$ cat src/rtl/dilithium_pkg.sv
// Shared Dilithium constants: modulus, GAMMA2 choices, max high-part quotients
// and security-level encodings.
package dilithium_pkg;

  localparam int unsigned Q         = 8380417;
  localparam int unsigned GAMMA2_88 = 95232;
  localparam int unsigned GAMMA2_32 = 261888;
  localparam int          QMAX_88   = 44;
  localparam int          QMAX_32   = 16;

  typedef enum logic [2:0] {
    SEC_LVL_0 = 3'd0,
    SEC_LVL_2 = 3'd2,
    SEC_LVL_3 = 3'd3,
    SEC_LVL_5 = 3'd5
  } sec_lvl_e;

endpackage

$ cat src/rtl/decomp_map1_core.sv
// Combinational Decompose high-part mapping; optional low part with
// DECOMP_MAP1_R0_EN defined.
module decomp_map1_core
  import dilithium_pkg::GAMMA2_88;
  import dilithium_pkg::GAMMA2_32;
  import dilithium_pkg::QMAX_88;
  import dilithium_pkg::QMAX_32;
  import dilithium_pkg::SEC_LVL_2;
#(
  parameter int unsigned Q = dilithium_pkg::Q
) (
  input  logic [2:0]  sec_lvl,
  input  logic [22:0] din,
  output logic [5:0]  dout
`ifdef DECOMP_MAP1_R0_EN
  ,
  output logic [22:0] r0
`endif
);

  logic [5:0] q88;
  logic [5:0] q32;
  logic [5:0] raw;
  logic [5:0] qmax;
  logic       sel88;
  logic       wrap;
  logic       over;

  // Raw quotient floor((din+G-1)/2G) equals the number of thresholds
  // (2k-1)*G+1 that din reaches, so it is a sum of constant compares.
  always_comb begin
    q88 = '0;
    for (int k = 1; k <= QMAX_88; k++) begin
      if (32'(din) >= 32'((2 * k - 1) * GAMMA2_88 + 1)) q88 = q88 + 6'd1;
    end
    q32 = '0;
    for (int k = 1; k <= QMAX_32; k++) begin
      if (32'(din) >= 32'((2 * k - 1) * GAMMA2_32 + 1)) q32 = q32 + 6'd1;
    end
    sel88 = (sec_lvl == SEC_LVL_2);
    raw   = sel88 ? q88 : q32;
    qmax  = sel88 ? 6'(QMAX_88) : 6'(QMAX_32);
    wrap  = (raw == qmax);
    over  = (32'(din) >= Q);
    dout  = (over || wrap) ? 6'd0 : raw;
  end

`ifdef DECOMP_MAP1_R0_EN
  logic [22:0] two_g;
  logic [22:0] prod;

  // The low part always fits in 23 bits, so modular 23-bit arithmetic
  // yields the exact two's complement value.
  always_comb begin
    two_g = sel88 ? 23'(2 * GAMMA2_88) : 23'(2 * GAMMA2_32);
    prod  = 23'(raw) * two_g;
    r0    = over ? 23'd0 : (din - prod - 23'(wrap));
  end
`endif

endmodule

$ cat src/rtl/decomp_map1.sv
// Registered Decompose high-part stage with a one-cycle valid pipeline.
// Optional low-part output r0 is enabled by defining DECOMP_MAP1_R0_EN.
module decomp_map1 #(
  parameter int unsigned Q = dilithium_pkg::Q
) (
  input  logic        clk,
  input  logic        rst,
  input  logic        in_valid,
  input  logic [2:0]  sec_lvl,
  input  logic [22:0] din,
  output logic        out_valid,
  output logic [5:0]  dout
`ifdef DECOMP_MAP1_R0_EN
  ,
  output logic [22:0] r0
`endif
);

  logic [5:0] dout_c;
`ifdef DECOMP_MAP1_R0_EN
  logic [22:0] r0_c;
`endif

  decomp_map1_core #(.Q(Q)) u_core (
    .sec_lvl (sec_lvl),
    .din     (din),
    .dout    (dout_c)
`ifdef DECOMP_MAP1_R0_EN
    ,
    .r0      (r0_c)
`endif
  );

  // Results load only on valid input and hold otherwise.
  always_ff @(posedge clk or posedge rst) begin
    if (rst) begin
      out_valid <= 1'b0;
      dout      <= '0;
`ifdef DECOMP_MAP1_R0_EN
      r0        <= '0;
`endif
    end else begin
      out_valid <= in_valid;
      if (in_valid) begin
        dout <= dout_c;
`ifdef DECOMP_MAP1_R0_EN
        r0   <= r0_c;
`endif
      end
    end
  end

endmodule

$ cat config.mk
export PLATFORM = sky130hd
export DESIGN_NAME = decomp_map1
export DESIGN_NICKNAME = d
export VERILOG_FILES = /design/src/rtl/dilithium_pkg.sv /design/src/rtl/decomp_map1_core.sv /design/src/rtl/decomp_map1.sv
export SDC_FILE = /design/constraint.sdc
export NUM_CORES = 1
export LEC_CHECK = 0
export BUFFER_PORTS_ARGS = -buffer_cell sky130_fd_sc_hd__clkbuf_2
export CAP_MARGIN = 20
export CORE_MARGIN = 4
export CORE_UTILIZATION = 35
export DETAILED_ROUTE_END_ITERATION = 10
export GPL_TIMING_DRIVEN = 0
export PLACE_DENSITY = 0.49
export SLEW_MARGIN = 5
export SYNTH_ARGS = -nofsm -noshare
export SYNTH_HDL_FRONTEND = slang
export SYNTH_SLANG_ARGS = --single-unit
$ cat constraint.sdc
create_clock -name clk -period 3.02 [get_ports clk]
set_clock_uncertainty 0.2 [all_clocks]
set_input_delay 0.453 -clock clk [delete_from_list [all_inputs] [get_ports clk]]
set_output_delay 0.453 -clock clk [all_outputs]
set_load 0.02 [all_outputs]
Word level (Yosys, flattened, before mapping)
Cells that the tools add are included.
{ "word_totals": {"regBits": 7, "in_bits": 29, "out_inout_bits": 7, "elab_cells": 187} }
{ "op_classes": {"addsub": 58, "magnitude_cmp": 61, "n_eq_ne": 2, "n_mux": 63, "n_reduce_logical": 1} }
{ "ops": {"columns": ["operator", "count"], "rows": [
  ["greater-or-equal comparator 23 bit (second input constant)", 31],
  ["two-way mux 6 bit", 61],
  ["greater-or-equal comparator 23 x 22 -> 1 bit (second input constant)", 15],
  ["adder 6 x 1 -> 6 bit (second input constant)", 56],
  ["greater-or-equal comparator 23 x 21 -> 1 bit (second input constant)", 7],
  ["greater-or-equal comparator 23 x 20 -> 1 bit (second input constant)", 4],
  ["greater-or-equal comparator 23 x 19 -> 1 bit (second input constant)", 2],
  ["greater-or-equal comparator 23 x 17 -> 1 bit (second input constant)", 1],
  ["greater-or-equal comparator 23 x 18 -> 1 bit (second input constant)", 1],
  ["equality test 6 bit", 1],
  ["adder 1 x 1 -> 2 bit (second input constant)", 2],
  ["equality test 3 x 2 -> 1 bit (second input constant)", 1],
  ["two-way mux 1 bit", 2],
  ["logical OR 1 bit", 1]
]} }

Logic depth before layout (Yosys ltp)
Gate-level depths: netlist of the first run.
{ "logic_depth": {"word_depth": 92, "depth_mapped": 138, "mapped_depth_nobuf": 136} }

Modules after synthesis
From an unflattened synthesis of the first run, not the netlist that was laid out.
{ "unflattened": {"cells_unflattened": 1677, "hier_area_um2": 11394.7} }
{ "modules_own_cells": {"columns": ["mod", "instances", "cells_per_inst", "area_per_inst_um2", "seq_area_each_um2"], "rows": [
  ["decomp_map1_core", 1, 1662, 11114.4, 0.0],
  ["decomp_map1", 1, 15, 280.3, 175.2]
]} }

Worst setup path after synthesis of the first run
No wires, ideal clock.
{ "synth_path": {"path_kind": "input to register", "from": "in din[6]", "to": "reg dout[5]", "setup_ns": 0.140, "arrival_ns": 22.426, "t_required_ns": 2.680, "setup_slack_ns": -19.746, "cell_stages": 128, "n_path_buf": 1, "path_cell_list": "nor4_1 -> clkbuf_1 -> a311o_1 -> a21oi_1 -> or2_2 -> a221o_1 -> inv_1 -> ha_1 -> xnor2_4 -> ha_1 -> o21ai_0 -> o21ai_0 -> ha_1 -> o21ai_0 -> o221a_2 -> inv_1 -> ha_1 -> inv_1 -> (+92 left out) -> a21oi_1 -> ha_1 -> a22o_1 -> xor2_1 -> mux2_2 -> ha_1 -> nand2_1 -> o21ai_0 -> ha_1 -> nand2_1 -> xnor2_1 -> xnor2_1 -> nand3_1 -> xnor2_1 -> a31oi_1 -> or3_1 -> a2111oi_2 -> o32ai_1"} }
{ "synth_between": {"elab_chain_cells": 92, "elab_cells_between_ends": 183, "cone_classes": "58 x add/sub; 61 x order compare; 1 x eq/ne; 62 x mux; 1 x reduce/logical"} }
{ "synth_lines": {"columns": ["element", "line", "rtl"], "rows": [
  ["from (decl)", "decomp_map1.sv:10", "input logic [22:0] din,"],
  ["greater-or-equal comparator 23 x 17 -> 1 bit", "decomp_map1_core.sv:34", "if (32'(din) >= 32'((2 * k - 1) * GAMMA2_88 + 1)) q88 = q88 + 6'd1;"],
  ["two-way mux 1 bit", "decomp_map1_core.sv:34", null],
  ["adder 1 x 1 -> 2 bit", "decomp_map1_core.sv:34", null],
  ["two-way mux 6 bit", "decomp_map1_core.sv:34", null],
  ["adder 6 x 1 -> 6 bit", "decomp_map1_core.sv:34", null],
  ["two-way mux 6 bit", "decomp_map1_core.sv:34", null],
  ["adder 6 x 1 -> 6 bit", "decomp_map1_core.sv:34", null],
  ["two-way mux 6 bit", "decomp_map1_core.sv:34", null],
  ["(+76 left out)", null, null],
  ["adder 6 x 1 -> 6 bit", "decomp_map1_core.sv:34", null],
  ["two-way mux 6 bit", "decomp_map1_core.sv:34", null],
  ["adder 6 x 1 -> 6 bit", "decomp_map1_core.sv:34", null],
  ["two-way mux 6 bit", "decomp_map1_core.sv:34", null],
  ["two-way mux 6 bit", "decomp_map1_core.sv:41", "raw = sel88 ? q88 : q32;"],
  ["equality test 6 bit", "decomp_map1_core.sv:43", "wrap = (raw == qmax);"],
  ["logical OR 1 bit", "decomp_map1_core.sv:45", "dout = (over || wrap) ? 6'd0 : raw;"],
  ["two-way mux 6 bit (*)", "decomp_map1_core.sv:45", null],
  ["to (signal assigned)", "decomp_map1.sv:45", "dout <= dout_c;"],
  ["to (decl)", "decomp_map1.sv:12", "output logic [5:0] dout"]
]} }
Mark *: on every way between the ends. The rest lies on a longest branch, timed or not.
A chain may end at the register's enable or synchronous reset.

Worst setup path in the final report of the first run
{ "layout_path": {"from": "in din[19]", "to": "reg dout[5]"} }
Same word-level chain as after synthesis.

==> metrics.cfg, run 1 <==
[finish]
layout_commonest_cell=nand2_1
drive_above_1_share_pct=22.15
syn2layout_area_growth_pct=22.95
nNetsFinal=1709
n_antenna_cell=0
final_cell_mix=176 x nand2_1, 135 x nor2_1, 128 x xnor2_1

[run]
cap_violations=0

[global_routing]
use_met3_pct=2.847
grt_pass1_vias=11010
track_usage_pct=22.90
grt_first_pass_wirelength_mm=59.46
grt-busiest-layer=met2
antenna_found_initial=0
grt_max_degree=11
grt.met2_usage_pct=38.84
grt-ovfl-total=0
grtUsageMet1_pct=29.65

[timing]
period_share_pct=734.8
rsz0062_at_grt=yes
relSlewSlack_pct=13.20
tightest_slew_ns=1.288
setup_viol=6
fmax_mhz=45.07
fin_tns_setup_ns=-99.67
finalHoldViolCount=0
worst_slack_ns=-19.17
finalMaxSlewViolations=0
min_period_ns=22.19

[synth]
synthCells=1492
seq_area_frac_synth_pct=1.707
synth_edf_count=0
synth_ff_type=dfrtp_1
ys_seq_elements=7
syn_area_per_cell_sq_um=6.879
syn-cell-area_sq_um=10260
synth_cell_types=107
yosys_warnings=0
synth-async-reset-ratio_pct=100.0
synthesis.nets=1579

[critical_path]
r2r-end=dout[1]
crit_required_ns=2.91
slowest_delay_ns=0.78
r2r_start=dout[1]
crit_path_start_kind=input pin
critPathSlowestCell=nor4_1
cpMostUsedCell=ha_1
arrival_ns=22.08
rr_worst_depth=2
startpoint=din[19]
endpoint_kind=flip-flop
crit_type=input pin to flip-flop
worst-r2r-setup-slack_ns=1.97
endpoint=dout[5]
path_max_fanout=10

[placed_design]
gp_congestion=1.016
port-buffer-count=33
dp_hpwl_mm=30.76

[floorplan]
initial_core_util_pct=35.66
ios=36
fp.dieW_microns=179.2
rows=62
core_area_sq_um=28780
dieArea_sq_um=32130
die_h_microns=179.2

[detailed_routing]
routed_wl_mm=38.22
vias=11593
dr.pass1.iters=5
drc=0
vias_per_cell=5.782
antenna_left=0
wl_per_cell_microns=19.06
drt_iter0_drc=790

[clock_tree]
cts-root-buf=clkbuf_16
cts_sinks=7
clk-insertion-delay-late_ns=0.23
clk_pin_slew_ns=0.04
cts-buffers-inserted=3
htreeDepth=1
cts.path.max_buffers=2
cts_tree=built

[status]
violations=setup timing
status=finished with violations

[hold_path]
hold_path.class=input pin to flip-flop

synthesized netlist by cell type, drive strengths merged, types with 9 or more instances:
cell type | number | area (sq um)
nand2 | 187 | 704.4
xnor2 | 155 | 1560
nor2 | 142 | 533.0
a21oi | 102 | 521.8
o21ai | 98 | 490.5
xor2 | 73 | 718.2
inv | 59 | 221.5
ha | 58 | 725.7
clkbuf | 47 | 176.4
nor3 | 46 | 235.2
nand3 | 41 | 205.2
a31oi | 31 | 209.0
and2 | 30 | 187.7
mux2i | 27 | 270.3
nand4 | 23 | 143.9
nor4 | 20 | 173.9
a211oi | 18 | 140.1
nand2b | 16 | 100.1
o31ai | 16 | 133.9
mux2 | 15 | 168.9
o211ai | 14 | 105.1
or3 | 14 | 87.58
o22ai | 13 | 81.33
xnor3 | 13 | 300.3
nor2b | 12 | 75.07
o21a | 12 | 91.34
or2 | 12 | 75.08
a31o | 11 | 96.34
and3 | 11 | 68.82
buf | 11 | 52.55
nor3b | 11 | 82.58
a21o | 9 | 67.56
routing by layer:
layer / part of all wire (%) / wire length (microns) / up-vias
li1: - / - / 5728
met1: 44 / 16950 / 5439
met2: 46 / 17570 / 333
met3: 5.4 / 2081 / 93
met4: 4.2 / 1610 / 0
met5: 0 / 0 / -
critical path: cells and delay by family:
family / cells / cell delay [ns]
and+or+nand+nor: 33 / 4.38
adders and majority gates: 22 / 5.83
buffers and inverters: 4 / 0.48
AOI/OAI and AO/OA: 46 / 6.63
muxes: 6 / 1.15
xor gates and xnor gates: 18 / 3.08
logic make-up (layout without fill, tap and decap cells):
kind of cell | after synthesis | count (layout) | synth area share, %
and+or+nand+nor | 605 | 605 | 29.53
AOI/OAI and AO/OA | 418 | 418 | 27.31
xor gates and xnor gates | 243 | 243 | 25.59
buffers and inverters | 118 | 247 | 4.425
adders and majority gates | 59 | 59 | 7.168
muxes | 42 | 42 | 4.279
DFF | 7 | 7 | 1.707
area by class of cell:
cell class | instances | area, sq um
Buffer | 58 | 287.8
Clock buffer | 4 | 78.83
Fill cell | 3069 | 16160
Inverter | 60 | 227.7
Multi-Input combinational cell | 1367 | 10490
Sequential cell | 7 | 175.2
Tap cell | 384 | 480.5
Timing Repair Buffer | 125 | 878.3
through the flow:
step | setup slack [ns] | std cells | area [sq um] | hold slack (ns) | util [%]
after floorplan | -18.04 | 1492 | 10720 | 0.05640 | -
after global placement | -21.04 | 1909 | 11370 | 0.1729 | 39.51
after detailed placement | -21.04 | 1912 | 11380 | 0.1758 | 39.56
after CTS | -19.04 | 1979 | 12220 | 0.1372 | 42.46
after global routing | -20.59 | 2005 | 12620 | 0.1386 | 43.85
final | -19.17 | 2005 | 12620 | 0.1415 | 43.85
how the worst min path moves through the flow:
stage,slack [ns],endpoint,startpoint,cells past startpoint
floorplan,0.06,dout[0],rst,1
global placement,0.17,out_valid,rst,2
detailed placement,0.18,dout[3],rst,2
CTS,0.14,out_valid,in_valid,1
global route,0.14,out_valid,in_valid,1
finish,0.14,out_valid,in_valid,1
flip-flops by register name, summed over array words and instances (netlist names):
signal and count:
dout 6, out_valid 1
timing repair:
item / CTS / global route
gates cloned: 0 / 0
hold endpoints to repair: 7 / 0
setup endpoints to repair: 6 / 6
pin swaps: 39 / 44
hold buffers: 1 / 0
resized for setup: 73 / 46
buffers inserted: 62 / 26
Power of run 1 is left out: the tool's default activity adds up to more than one toggle a clock period on the data nets, which glitch-free logic cannot reach.
==> inputs of run 2 (changes only) <==
--- a/config.mk
+++ b/config.mk
@@ -5,13 +5,13 @@
 export SDC_FILE = /design/constraint.sdc
 export NUM_CORES = 1
 export LEC_CHECK = 0
-export BUFFER_PORTS_ARGS = -buffer_cell sky130_fd_sc_hd__clkbuf_2
+export BUFFER_PORTS_ARGS = -buffer_cell sky130_fd_sc_hd__buf_2
 export CAP_MARGIN = 20
 export CORE_MARGIN = 4
-export CORE_UTILIZATION = 35
+export CORE_UTILIZATION = 30
 export DETAILED_ROUTE_END_ITERATION = 10
 export GPL_TIMING_DRIVEN = 0
-export PLACE_DENSITY = 0.49
+export PLACE_DENSITY = 0.44
 export SLEW_MARGIN = 5
 export SYNTH_ARGS = -nofsm -noshare
 export SYNTH_HDL_FRONTEND = slang
==> run 2 against run 1 <==
Against the previous run:
- the flow still finishes with violations (setup timing)
- cell area is 3.4% higher
- sequential share of layout area about the same
- highest routed layer unchanged
- worst setup slack worse by 0.20 ns
- critical path type unchanged
==> metrics.cfg, run 2 (synthesis results as in run 1) <==
[status]
status=finished with violations
violations=setup timing

[hold_path]
hold_path.class=input pin to flip-flop
hp-start=in_valid
whs_path_depth=1
worstHoldEndpoint=out_valid

[global_routing]
grt_pass1_vias=11376
grt_max_degree=11
grt-ovfl-total=0
track_usage_pct=20.19
grt_first_pass_wirelength_mm=61.44
antenna_found_initial=0

[timing]
tightest_slew_ns=1.187
min_period_ns=22.39
worst_slack_ns=-19.37
finalHoldViolCount=0
rsz0062_at_grt=yes
setup_viol=6
finalMaxSlewViolations=0
fmax_mhz=44.67
relSlewSlack_pct=20.06
hold_slack_ns=0.1408
period_share_pct=741.3

[critical_path]
startpoint=din[5]
endpoint_kind=flip-flop
path_max_fanout=3
arrival_ns=22.28
crit_path_start_kind=input pin
cpMostUsedCell=ha_1
r2r-end=dout[0]
crit_type=input pin to flip-flop
r2r_start=dout[0]
slowest_delay_ns=0.45
worst-r2r-setup-slack_ns=1.99
rr_worst_depth=2
critPathSlowestCell=a221o_2
crit_required_ns=2.91

[clock_tree]
cts_tree=built
clk-insertion-delay-late_ns=0.23
cts.path.max_buffers=2
cts-root-buf=clkbuf_16
clk_pin_slew_ns=0.04
cts-buffers-inserted=3
htreeDepth=1
cts_sinks=7

[floorplan]
fp.dieW_microns=193.0
ios=36
initial_core_util_pct=30.53
die_h_microns=193.0
core_area_sq_um=33620
dieArea_sq_um=37240
rows=67

[run]
cap_violations=0

[finish]
drive_above_1_share_pct=24.44
final_cell_mix=175 x nand2_1, 136 x nor2_1, 124 x xnor2_1
layout_commonest_cell=nand2_1
syn2layout_area_growth_pct=27.15
regMostFlops=dout
final_util_pct=38.82
fin_area_sq_um=13050
top_regs=dout x6, out_valid x1
n_antenna_cell=0
largest_reg_flops=6
nNetsFinal=1729

[placed_design]
dp_hpwl_mm=31.11
port-buffer-count=33
gp_congestion=1.010
placed_cell_area_sq_um=11470
post-place-ws_ns=-21.10

[detailed_routing]
routed_wl_mm=39.12
drt_iter0_drc=776
wl_per_cell_microns=18.73
vias_per_cell=5.597
dr.pass1.iters=6
antenna_left=0
vias=11693
drc=0

-- run 2: changes by cell type in the layout (fill, tap and decap cells not counted), sizes merged --
cell / delta
buf: +46
clkbuf: -27
clkdlybuf4s18: +1
-- run 2: layout make-up --
class / instances / area, sq um
tap: 448 / 560.5
clock buffer: 4 / 78.83
buffer: 58 / 290.3
fill: 3657 / 20570
inverter: 60 / 230.2
timing repair buffer: 145 / 1022
sequential: 7 / 175.2
multi-input combinational: 1367 / 10690
-- run 2: layer usage --
metal  GRT usage [%]  wire, microns  vias up
li1                -              -     5778
met4           5.610           1332        0
met5               0              0        -
met2           35.45          18430      311
met3           1.278           1902       79
met1           26.83          17460     5525
-- run 2: stage by stage --
stage / std cells / setup TNS [ns]
after floorplan: 1492 / -92.84
after global placement: 1973 / -109.21
after detailed placement: 1975 / -109.46
after CTS: 2062 / -98.91
after global routing: 2089 / -107.68
final: 2089 / -100.25
-- run 2: how the worst max path moves through the flow --
stage / slack (ns) / to
after floorplan: -18.04 / dout[5]
after global placement: -21.03 / dout[5]
after detailed placement: -21.10 / dout[5]
after CTS: -19.09 / dout[5]
after global routing: -20.81 / dout[5]
final: -19.37 / dout[3]
-- run 2: repair_timing --
item,CTS,global route
buffers inserted,82,27
resized for setup,82,63
endpoints found under the hold margin,7,0
setup endpoints to repair,6,6
pin swaps,38,71
hold buffers,1,0
-- run 2: worst max-delay path: cells and delay by family --
| kind | cells | cell delay, ns |
|---|---|---|
| compound gates | 47 | 6.72 |
| fa+ha+maj | 22 | 6.03 |
| simple gates | 34 | 4.23 |
| xor+xnor | 18 | 3.02 |
| buf+inv | 10 | 0.93 |
| mux | 5 | 0.89 |
Power of run 2 is left out for the same reason.
